File: src/rtl/seq_pattern_gen.sv
// ============================================================================
// Module   : seq_pattern_gen
// Brief    : Serial pattern source with repeat and golden overlapping-match
//            Moore-detector model driving exp_z.
// Revision : 1.0
// ============================================================================
`default_nettype none

module seq_pattern_gen #(
  parameter int                    WIDTH      = 20,
  parameter int                    CNT_W      = 8,
  parameter int                    TARGET_LEN = 4,
  parameter logic [TARGET_LEN-1:0] TARGET     = 4'b1101
) (
  input  logic             clk,
  input  logic             rst,
  input  logic             start,
  input  logic [WIDTH-1:0] pattern,
  input  logic [CNT_W-1:0] repeat_n,
  output logic             x,
  output logic             x_valid,
  output logic             busy,
  output logic             done,
  output logic             exp_z
);

  localparam int BIT_W  = $clog2(WIDTH + 1);
  localparam int SEEN_W = $clog2(TARGET_LEN + 1);

  typedef enum logic [1:0] {
    S_IDLE  = 2'd0,
    S_SHIFT = 2'd1,
    S_DONE  = 2'd2
  } state_t;

  state_t                r_state;
  logic [WIDTH-1:0]      r_hold;
  logic [WIDTH-1:0]      r_shift;
  logic [BIT_W-1:0]      r_bitcnt;
  logic [CNT_W-1:0]      r_rep;
  logic [TARGET_LEN-1:0] r_hist;
  logic [SEEN_W-1:0]     r_seen;
  logic                  r_x;
  logic                  r_x_valid;
  logic                  r_busy;
  logic                  r_done;
  logic                  r_exp_z;

  logic [TARGET_LEN:0]   w_cat;
  logic [TARGET_LEN-1:0] w_hist_next;
  logic                  w_full;
  logic                  w_match;

  // History including the bit currently on x; r_seen counts bits already in r_hist.
  assign w_cat       = {r_hist, r_x};
  assign w_hist_next = w_cat[TARGET_LEN-1:0];
  assign w_full      = (r_seen >= SEEN_W'(TARGET_LEN - 1));
  assign w_match     = w_full && (w_hist_next == TARGET);

  always_ff @(posedge clk) begin
    if (rst) begin
      r_state   <= S_IDLE;
      r_hold    <= '0;
      r_shift   <= '0;
      r_bitcnt  <= '0;
      r_rep     <= '0;
      r_hist    <= '0;
      r_seen    <= '0;
      r_x       <= 1'b0;
      r_x_valid <= 1'b0;
      r_busy    <= 1'b0;
      r_done    <= 1'b0;
      r_exp_z   <= 1'b0;
    end else begin
      r_done <= 1'b0;

      if (r_x_valid) begin
        r_hist  <= w_hist_next;
        r_exp_z <= w_match;
        if (!w_full) r_seen <= r_seen + SEEN_W'(1);
      end else begin
        r_exp_z <= 1'b0;
      end

      case (r_state)
        S_IDLE: begin
          if (start) begin
            r_hold    <= pattern;
            r_x       <= pattern[WIDTH-1];
            r_shift   <= pattern << 1;
            r_bitcnt  <= BIT_W'(WIDTH - 1);
            r_rep     <= (repeat_n == '0) ? CNT_W'(1) : repeat_n;
            r_hist    <= '0;
            r_seen    <= '0;
            r_x_valid <= 1'b1;
            r_busy    <= 1'b1;
            r_state   <= S_SHIFT;
          end
        end

        S_SHIFT: begin
          if (r_bitcnt != '0) begin
            r_x      <= r_shift[WIDTH-1];
            r_shift  <= r_shift << 1;
            r_bitcnt <= r_bitcnt - BIT_W'(1);
          end else if (r_rep > CNT_W'(1)) begin
            // Next pass starts on the very next cycle, no gap.
            r_x      <= r_hold[WIDTH-1];
            r_shift  <= r_hold << 1;
            r_bitcnt <= BIT_W'(WIDTH - 1);
            r_rep    <= r_rep - CNT_W'(1);
          end else begin
            r_x       <= 1'b0;
            r_x_valid <= 1'b0;
            r_busy    <= 1'b0;
            r_done    <= 1'b1;
            r_state   <= S_DONE;
          end
        end

        S_DONE: begin
          r_state <= S_IDLE;
        end

        default: begin
          r_state <= S_IDLE;
        end
      endcase
    end
  end

  assign x       = r_x;
  assign x_valid = r_x_valid;
  assign busy    = r_busy;
  assign done    = r_done;
  assign exp_z   = r_exp_z;

endmodule

`default_nettype wire
File: config.mk
export PLATFORM = sky130hd
export DESIGN_NAME = seq_pattern_gen
export DESIGN_NICKNAME = d
export VERILOG_FILES = /design/src/rtl/seq_pattern_gen.sv
export SDC_FILE = /design/constraint.sdc
export NUM_CORES = 1
export LEC_CHECK = 0
export ABC_AREA = 0
export BUFFER_PORTS_ARGS = -buffer_cell sky130_fd_sc_hd__buf_4
export CORE_UTILIZATION = 57
export CTS_CLUSTER_SIZE = 40
export DETAILED_ROUTE_END_ITERATION = 12
export HOLD_SLACK_MARGIN = 0.02
export PLACE_DENSITY = 0.86
export SYNTH_ARGS = -nofsm -noshare
export SYNTH_HDL_FRONTEND = slang
export SYNTH_SLANG_ARGS = --single-unit
File: constraint.sdc
create_clock -name clk -period 2.5 [get_ports clk]
set_input_delay 0.375 -clock clk [delete_from_list [all_inputs] [get_ports clk]]
set_output_delay 0.375 -clock clk [all_outputs]
set_load 0.05 [all_outputs]
==> impl_metrics.yaml, run 1 <==
outcome:
  outcome: "finished, final reports clean"
logic_synthesis:
  yosys.area_share.adder_pct: 1.75
  yosysSeqAreaShare_pct: 44.8
  synth_cells: 330
  synth_top_family_by_area: "compound AO/OA/AOI/OAI gates"
  syn-num-nets: 365
  yosysWarnings: 0
  synth-compound-area-share_pct: 26.6
  synth-simple-area-share_pct: 20.1
  ys_ff_latch: 64
  synth.distinct_cells: 45
  syn_area_mm2: 0.00286
  synth_xor_area_share_pct: 0
  synth.area.mux_share_pct: 0.701
  syn_avg_cell_area_um2: 8.66
global_routing:
  grt_max_degree: 61
  grt_pass1_wl_um: 10300
  antenna_found_initial: 0
  grt_pass1_vias: 2335
  track_usage_pct: 25.6
  grt_overflow_total: 0
sta:
  fin_skew_ns: 0.00758
  slew_headroom_pct: 58.6
  rsz0062_at_grt: "no"
  worst_slack_ns: 0.440
  finalCritPeriodShare_pct: 82.4
  hold_slack_ns: 0.282
  fin_tns_setup_ns: 0
  slew_violations: 0
  worst_pin_slew_ns: 0.621
  fmax_ghz: 0.486
  setup_viol: 0
  hold_violations: 0
  min_period_ns: 2.06
critical_path:
  cp_data_arrival_time_ns: 2.31
  worstPathMaxFanout: 14
  critPathTopFamily: "simple AND/OR/NAND/NOR gates"
  critical_path_required_ns: 2.75
  crit_chain: "inv_1 -> ha_1 -> nor4b_4 -> and2_1 -> buf_4 -> a222oi_1 -> a211oi_1"
  cp-end-kind: "register"
  worstSetupStartpoint: "r_bitcnt[0]$_SDFFE_PP0P_"
  worst-path-buf-inv: 2
  cpPeakStageDelay_ns: 0.40
  r2r_start: "r_bitcnt[0]$_SDFFE_PP0P_"
  crit_path_top_delay_cell: "and2_1"
  crit_type: "register to register"
  cp-start-kind: "register"
power:
  power_leakage_nw: 1.28
  peakVddDrop_mv: 0.507
  cellPowerDensity_mw_per_mm2: 826
floorplan:
  die_w_um: 72.8
  num_rows: 25
  start_util_pct: 59.7
  io_pins: 36
  fp.dieH_um: 72.8
  dieArea_mm2: 0.00530
  core-area_mm2: 0.00479
final_layout:
  drive_gt1_share_pct: 19.0
  utilization_pct: 69.5
  final_area_mm2: 0.00332
  final_common_cell: "dfxtp_1"
  fin_nets: 394
  area_growth_pct: 16.3
  n_fill_cell: 389
  final_cell_mix: "dfxtp_1 (64), nand2_1 (50), buf_4 (45)"
  diodes: 0
clocking:
  cts_root_buffer: "clkbuf_8"
  numCtsBuffers: 9
  path_clk_slew_ns: 0.07
  cts_resized: 0
  clock_latency_ns: 0.34
  ctsHtreeMaxLevel: 3
  cts-hold-fix-buffers: 0
  post_cts.repair.setup_buffers: 0
  cts_tree: "built"
  clkSinkCount: 64
  clock_path_buffers: 2
routing:
  avgRoutedWirePerCell_um: 14.3
  drc: 0
  drt_wl_total_um: 6130
  vias: 2549
  drt-initial-drc-count: 197
  first_pass_iters: 7
  vias_per_cell: 5.93
  ant_nets: 0
place:
  pre_cts_ws_ns: 0.491
  dpl-instance-area_mm2: 0.00315
  routabilityCongestion: 0.803
  dpl.hpwl_um: 3880
  port_buffers: 35
worst_hold_path:
  hp-start: "pattern[6]"
  hold_class: "input pin to register"
job:
  maxCapViolations: 0
[synthesized netlist by cell type (all sizes together)]
| master | number | area, um2 |
|---|---|---|
| nor2 | 36 | 135 |
| nand4 | 1 | 6.26 |
| or4 | 1 | 7.51 |
| ha | 4 | 50.1 |
| or2 | 3 | 18.8 |
| nor2b | 2 | 12.5 |
| o21bai | 1 | 7.51 |
| nand3b | 1 | 7.51 |
| a21oi | 39 | 206 |
| o211ai | 1 | 21.3 |
| a311oi | 2 | 30.0 |
| o21ba | 1 | 10.0 |
| clkbuf | 17 | 63.8 |
| nor4b | 1 | 23.8 |
| o31a | 1 | 8.76 |
| o32ai | 1 | 8.76 |
| buf | 11 | 83.8 |
| nor4 | 7 | 58.8 |
| a22oi | 1 | 7.51 |
| o21ai | 7 | 35.0 |
| o211a | 1 | 10.0 |
| a21o | 2 | 15.0 |
| nor3b | 2 | 15.0 |
| or3 | 1 | 6.26 |
| dfxtp | 64 | 1280 |
| a222oi | 18 | 180 |
| or2b | 1 | 7.51 |
| a22o | 1 | 8.76 |
| nand2b | 3 | 18.8 |
| nand2 | 50 | 188 |
| mux2i | 2 | 20.0 |
| a211o | 2 | 17.5 |
| nand3 | 2 | 10.0 |
| and2 | 2 | 12.5 |
| a211oi | 25 | 193 |
| nor3 | 9 | 45.0 |
| inv | 7 | 26.3 |
[registers in the layout, indices dropped and copies added (netlist names)]
signal / flops
r_rep: 8
r_seen: 3
busy: 1
r_hist: 3
r_shift: 19
r_bitcnt: 5
exp_z: 1
r_state: 2
x: 1
done: 1
r_hold: 20
[layer usage]
layer  part of all wire [%]  global-route usage (%)  vias to the layer above
met5                      0                       0                        -
met4                    2.2                    11.5                        0
met3                    6.3                    9.12                       19
met2                     47                    41.4                       92
met1                     44                    30.6                     1175
li1                       -                       -                     1263
[area by class of cell]
class                      instances  area, um2  area share (%)
clock buffer                      12        155            4.67
clock inverter                     3       17.5           0.527
inverter                           7       26.3           0.790
multi-input combinational        231       1400            42.2
sequential                        64       1280            38.5
tap                               67       83.8            2.52
timing repair buffer              46        358            10.8
[path summary, 6_finish.rpt]
check | endpoint | slack [ns] | cells after the start
worst max-delay path | r_shift[13]$_SDFFE_PP0P_ | 0.44 | 7
worst min-delay path | r_hold[6]$_SDFFE_PP0P_ | 0.28 | 3
worst max register to register | r_shift[13]$_SDFFE_PP0P_ | 0.44 | 7
worst min register to register | r_seen[2]$_SDFF_PP0_ | 0.45 | 2
[power by group]
part	total, W	internal [W]	switching (W)
registers	0.00124	0.00114	0.0000986
logic	0.000722	0.000306	0.000416
clock network	0.000780	0.000405	0.000375
total	0.00274	0.00185	0.000890
[tightest hold or removal path, cell delays in order]
cell,delay [ns]
buf_4,0.11
nand2_1,0.05
a21oi_1,0.05
[stage by stage]
stage | power [W] | cells
after floorplan | 0.00180 | 330
after global placement | 0.00195 | 415
after detailed placement | 0.00198 | 415
after CTS | 0.00276 | 430
after global routing | 0.00291 | 430
final | 0.00274 | 430
[logic make-up after synthesis]
family / after synthesis
adder cells (fa/ha/maj): 4
AND/OR/NAND/NOR: 122
buffers and inverters: 35
multiplexers: 2
AO/OA/AOI/OAI: 103
flip-flops: 64
Power figures use the tool's default switching activity.
==> run 2, diff against run 1 <==
Clock period 2.5 ns to 2 ns, I/O delays scaled along.
==> impl_metrics.yaml, run 2 (synthesis results as in run 1) <==
power:
  power_leakage_nw: 1.31
  pwr-share-comb_pct: 26.7
  power_w: 0.00353
  seqPwrFrac_pct: 43.9
  clockPowerShare_pct: 29.3
  swShare_pct: 32.4
  power.internal_w: 0.00239
  p_sw_w: 0.00114
  cellPowerDensity_mw_per_mm2: 1040
  peakVddDrop_mv: 0.697
worst_hold_path:
  hold_class: "input pin to register"
routing:
  drt_wl_total_um: 6380
  drt-initial-drc-count: 178
  ant_nets: 0
  vias_per_cell: 5.93
  drc: 0
  vias: 2597
  avgRoutedWirePerCell_um: 14.6
  first_pass_iters: 6
clocking:
  clkSinkCount: 64
  clock_latency_ns: 0.34
  path_clk_slew_ns: 0.07
  cts_tree: "built"
  ctsHtreeMaxLevel: 3
  numCtsBuffers: 9
  cts_root_buffer: "clkbuf_8"
  post_cts.repair.setup_buffers: 0
  clock_path_buffers: 2
critical_path:
  cp-start-kind: "register"
  critPathTopFamily: "simple AND/OR/NAND/NOR gates"
  crit_type: "register to register"
  cp_data_arrival_time_ns: 2.07
  crit_path_top_delay_cell: "dfxtp_1"
  crit_chain: "inv_1 -> ha_1 -> nor4b_4 -> nand2_1 -> o21ba_1 -> buf_4 -> nor2_1 -> a211oi_1"
  worst-path-buf-inv: 2
  critical_path_required_ns: 2.22
  cp-end-kind: "register"
  cpPeakStageDelay_ns: 0.34
  worstPathMaxFanout: 12
floorplan:
  num_rows: 25
  fp.dieH_um: 72.8
  start_util_pct: 59.7
  core-area_mm2: 0.00479
  die_w_um: 72.8
  dieArea_mm2: 0.00530
  io_pins: 36
global_routing:
  met1_usage_pct: 33.2
  grt_pass1_vias: 2395
  grt_overflow_total: 0
  grt_use_met3_pct: 7.60
  track_usage_pct: 26.8
  grt_use_met2_pct: 44.1
  grt_pass1_wl_um: 10800
  busiest_layer: "met2"
  grt_max_degree: 40
  antenna_found_initial: 0
outcome:
  outcome: "finished, final reports clean"
sta:
  hold_violations: 0
  worst_pin_slew_ns: 0.429
  fin_tns_setup_ns: 0
  fin_skew_ns: 0.00769
  fmax_ghz: 0.541
  slew_headroom_pct: 71.3
  setup_viol: 0
  min_period_ns: 1.85
  slew_violations: 0
  finalCritPeriodShare_pct: 92.5
  rsz0062_at_grt: "no"
final_layout:
  fin_nets: 401
  reg_top3: "r_hold (20), r_shift (19), r_rep (8)"
  top_register: "r_hold"
  diodes: 0
  final_cell_mix: "dfxtp_1 (63), buf_4 (53), nand2_1 (50)"
  drive_gt1_share_pct: 21.0
  final_common_cell: "dfxtp_1"
  largest_reg_flops: 20
  area_growth_pct: 18.3
job:
  maxCapViolations: 0
place:
  port_buffers: 35
  dpl.hpwl_um: 4190
  routabilityCongestion: 0.848
[run 2: timing repair]
action / 4_1_cts / 5_1_grt
endpoints found under the setup margin: 0 / 27
gates resized for setup: 0 / 3
hold endpoints to repair: 0 / 0
hold buffers: 0 / 0
[run 2: metrics by stage]
step                      cells  worst slack, ns  instance area [um2]  utilization (%)  hold WS (ns)
after global placement      422            0.170                 3190             66.7         0.433
after global routing        438           0.0320                 3380             70.6         0.203
after CTS                   438           0.0595                 3380             70.6         0.202
after detailed placement    422           0.0732                 3190             66.7         0.440
final                       438            0.150                 3380             70.6         0.210
after floorplan             330            0.263                 2860                -         0.421
[run 2: area by class of cell]
cell class,instances,area [um2]
inverters,7,26.3
fillers,391,1410
flip-flops and latches,64,1280
clock buffers,14,173
well taps,67,83.8
repair buffers,53,398
multi-input cells,231,1410
clock inverters,2,12.5
[run 2: worst paths after layout]
path / cells past startpoint / slack (ns) / end / from
setup reg to reg: 8 / 0.15 / r_shift[2]$_SDFFE_PP0P_ / r_bitcnt[0]$_SDFFE_PP0P_
setup / recovery: 8 / 0.15 / r_shift[2]$_SDFFE_PP0P_ / r_bitcnt[0]$_SDFFE_PP0P_
hold / removal: 3 / 0.21 / r_hold[3]$_SDFFE_PP0P_ / pattern[3]
hold reg to reg: 2 / 0.45 / r_seen[2]$_SDFF_PP0_ / r_seen[2]$_SDFF_PP0_
[run 2: layer usage]
| layer | wire length (um) | vias up |
|---|---|---|
| li1 | - | 1279 |
| met1 | 2900 | 1216 |
| met2 | 3030 | 90 |
| met3 | 344 | 12 |
| met4 | 108 | 0 |
| met5 | 0 | - |
[run 2: power groups by stage]
stage	Clock [W]	Sequential [W]	Combinational (W)
floorplan	0	0.00157	0.000676
global placement	0	0.00157	0.000900
detailed placement	0	0.00157	0.000929
CTS	0.00105	0.00155	0.000936
global route	0.00110	0.00157	0.00104
finish	0.00104	0.00155	0.000943
[run 2: worst min-delay path, stage by stage]
cell	delay (ns)
buf_4	0.11
nand2_1	0.05
a21oi_1	0.05
==> run 3, diff against run 2 <==
Settings changed: ABC_AREA 0 to 1, CORE_UTILIZATION 57 to 52, GPL_ROUTABILITY_DRIVEN set to 1, PLACE_DENSITY 0.86 to 0.82.
Clock period 2 ns to 1.57 ns, I/O delays scaled along.
==> impl_metrics.yaml, run 3 <==
routing:
  avgRoutedWirePerCell_um: 13.9
  vias: 3122
  drc: 0
  ant_nets: 0
  drt_wl_total_um: 8000
  first_pass_iters: 5
  drt-initial-drc-count: 251
  vias_per_cell: 5.43
global_routing:
  grt_overflow_total: 0
  track_usage_pct: 24.9
  antenna_found_initial: 0
  grt_max_degree: 27
  grt_pass1_wl_um: 12000
  grt_pass1_vias: 2754
clocking:
  numCtsBuffers: 9
  path_clk_slew_ns: 0.07
  cts_tree: "built"
  cts-hold-fix-buffers: 0
  clock_path_buffers: 2
  cts_root_buffer: "clkbuf_8"
  clkSinkCount: 64
  ctsHtreeMaxLevel: 3
  clock_latency_ns: 0.35
sta:
  fin_tns_setup_ns: -0.0190
  hold_violations: 0
  fmax_ghz: 0.629
  rsz0062_at_grt: "yes"
  min_period_ns: 1.59
  setup_viol: 2
  slew_headroom_pct: 79.8
  slew_violations: 0
  worst_slack_ns: -0.0188
  finalCritPeriodShare_pct: 101
  worst_pin_slew_ns: 0.303
  fin_skew_ns: 0.00723
logic_synthesis:
  synth-edff-count: 0
  synth_common_cells: "nor2_1 (104), nand2_1 (100), dfxtp_1 (64)"
  yosysWarnings: 0
  syn-num-nets: 486
  synth.distinct_cells: 32
  ys_ff_latch: 64
  yosys-top-cells-area: "dfxtp_1 (42%), nor2_1 (13%), nand2_1 (12%)"
  ys.flop_type: "dfxtp_1"
  yosys.area.top_type: "dfxtp_1"
  yosysSeqAreaShare_pct: 41.8
  synth_cells: 451
  synth_most_common_cell: "nor2_1"
  async_flop_share_pct: 0
  yosysTopAreaCellShare_pct: 41.8
  syn_area_mm2: 0.00306
  syn_avg_cell_area_um2: 6.79
outcome:
  violations: "setup timing"
  outcome: "complete, but fails checks"
power:
  cellPowerDensity_mw_per_mm2: 2210
  power_leakage_nw: 1.77
  peakVddDrop_mv: 1.04
final_layout:
  reg_top3: "r_hold (20), r_shift (19), r_rep (8)"
  final_common_cell: "nand2_1"
  utilization_pct: 72.0
  area_growth_pct: 31.1
  fin_nets: 533
  top_register: "r_hold"
  drive_gt1_share_pct: 26.6
  diodes: 0
  largest_reg_flops: 20
  final_area_mm2: 0.00401
  final_cell_mix: "nand2_1 (97), nor2_1 (87), dfxtp_1 (62)"
floorplan:
  core-area_mm2: 0.00557
  fp.dieH_um: 78.7
  die_w_um: 78.7
  io_pins: 36
  num_rows: 27
  dieArea_mm2: 0.00620
  start_util_pct: 54.9
critical_path:
  r2r_start: "r_rep[1]$_SDFFE_PP0P_"
  worstSetupStartpoint: "r_rep[1]$_SDFFE_PP0P_"
  worstSetupEndpoint: "r_shift[10]$_SDFFE_PP0P_"
  cp-start-kind: "register"
  reg2reg_to: "r_shift[10]$_SDFFE_PP0P_"
  cp_data_arrival_time_ns: 1.83
  reg2reg_depth: 10
  critical_path_required_ns: 1.81
  reg2reg_slack_ns: -0.02
  crit_type: "register to register"
  cp-end-kind: "register"
  worstPathMaxFanout: 7
place:
  port_buffers: 35
  routabilityCongestion: 0.843
  dpl.hpwl_um: 4620
  pre_cts_ws_ns: -0.0508
  dpl-instance-area_mm2: 0.00343
worst_hold_path:
  hold_class: "input pin to register"
job:
  maxCapViolations: 0
## run 3: cell types whose count changed in the layout (fill, tap and decap cells not counted), sizes merged, moves of 6 or more
cell and change:
a211oi -25, nor3 -8, o21ai +49, nand3 +32
a222oi -18, inv +21, a21oi -23, nor2 +71
nand2 +55, nor4 -6
## run 3: area by class of cell
class | instances | area, um2
inverters | 28 | 144
flip-flops and latches | 64 | 1290
clock inverters | 3 | 40.0
repair buffers | 57 | 494
repair inverters | 2 | 25.0
fillers | 416 | 1560
well taps | 72 | 90.1
multi-input cells | 336 | 1770
clock buffers | 13 | 159
## run 3: layer usage
metal	vias to the layer above	part of all wire, %	global-route usage, %
met5	-	0	0
met4	0	3.1	13.9
met3	29	7.4	4.25
met2	147	48	41.2
met1	1414	42	30.6
li1	1532	-	-
## run 3: how the worst min path moves through the flow
| stage | start | to | slack (ns) | depth (start not counted) |
|---|---|---|---|---|
| 6_report | pattern[12] | r_hold[12]$_SDFFE_PP0P_ | 0.15 | 3 |
| 5_1_grt | pattern[10] | r_hold[10]$_SDFFE_PP0P_ | 0.15 | 3 |
| 3_5_place_dp | r_seen[2]$_SDFF_PP0_ | r_seen[2]$_SDFF_PP0_ | 0.44 | 2 |
| 3_3_place_gp | r_seen[2]$_SDFF_PP0_ | r_seen[2]$_SDFF_PP0_ | 0.43 | 2 |
| 2_1_floorplan | pattern[19] | r_hold[19]$_SDFFE_PP0P_ | 0.38 | 2 |
| 4_1_cts | pattern[2] | r_hold[2]$_SDFFE_PP0P_ | 0.14 | 3 |
## run 3: worst max-delay path, stage by stage (launching register included)
cell and delay [ns]:
dfxtp_2 0.34, inv_4 0.09, ha_4 0.16, nor2_4 0.04
nor2_4 0.10, nand2_2 0.09, nand2_4 0.09, nand3_4 0.16
buf_12 0.20, o21ai_1 0.16, nor2_1 0.07
## run 3: logic make-up after synthesis
logic type	Yosys count	synth area share, %
compound gates	76	12.7
xor+xnor	4	1.14
fa+ha+maj	4	1.63
buf+inv	51	7.64
flops	64	41.8
simple gates	252	35.0
## run 3: what timing repair did
| action | CTS | global route |
|---|---|---|
| resized for setup | 5 | 74 |
| cloned | 0 | 3 |
| setup endpoints to repair | 29 | 33 |
| buffers inserted | 0 | 6 |
| pin swaps | 0 | 27 |
## run 3: stage by stage
stage          total power, W  cells  hold WS [ns]
2_1_floorplan         0.00512    451         0.385
3_3_place_gp          0.00587    550         0.431
3_5_place_dp          0.00595    550         0.438
4_1_cts               0.00745    566         0.143
5_1_grt               0.00941    575         0.148
6_report              0.00886    575         0.147
## run 3: report_power, final
group | switching, W | internal [W]
clock | 0.000622 | 0.000816
sequential | 0.000429 | 0.00219
combinational | 0.00291 | 0.00189
total | 0.00396 | 0.00490
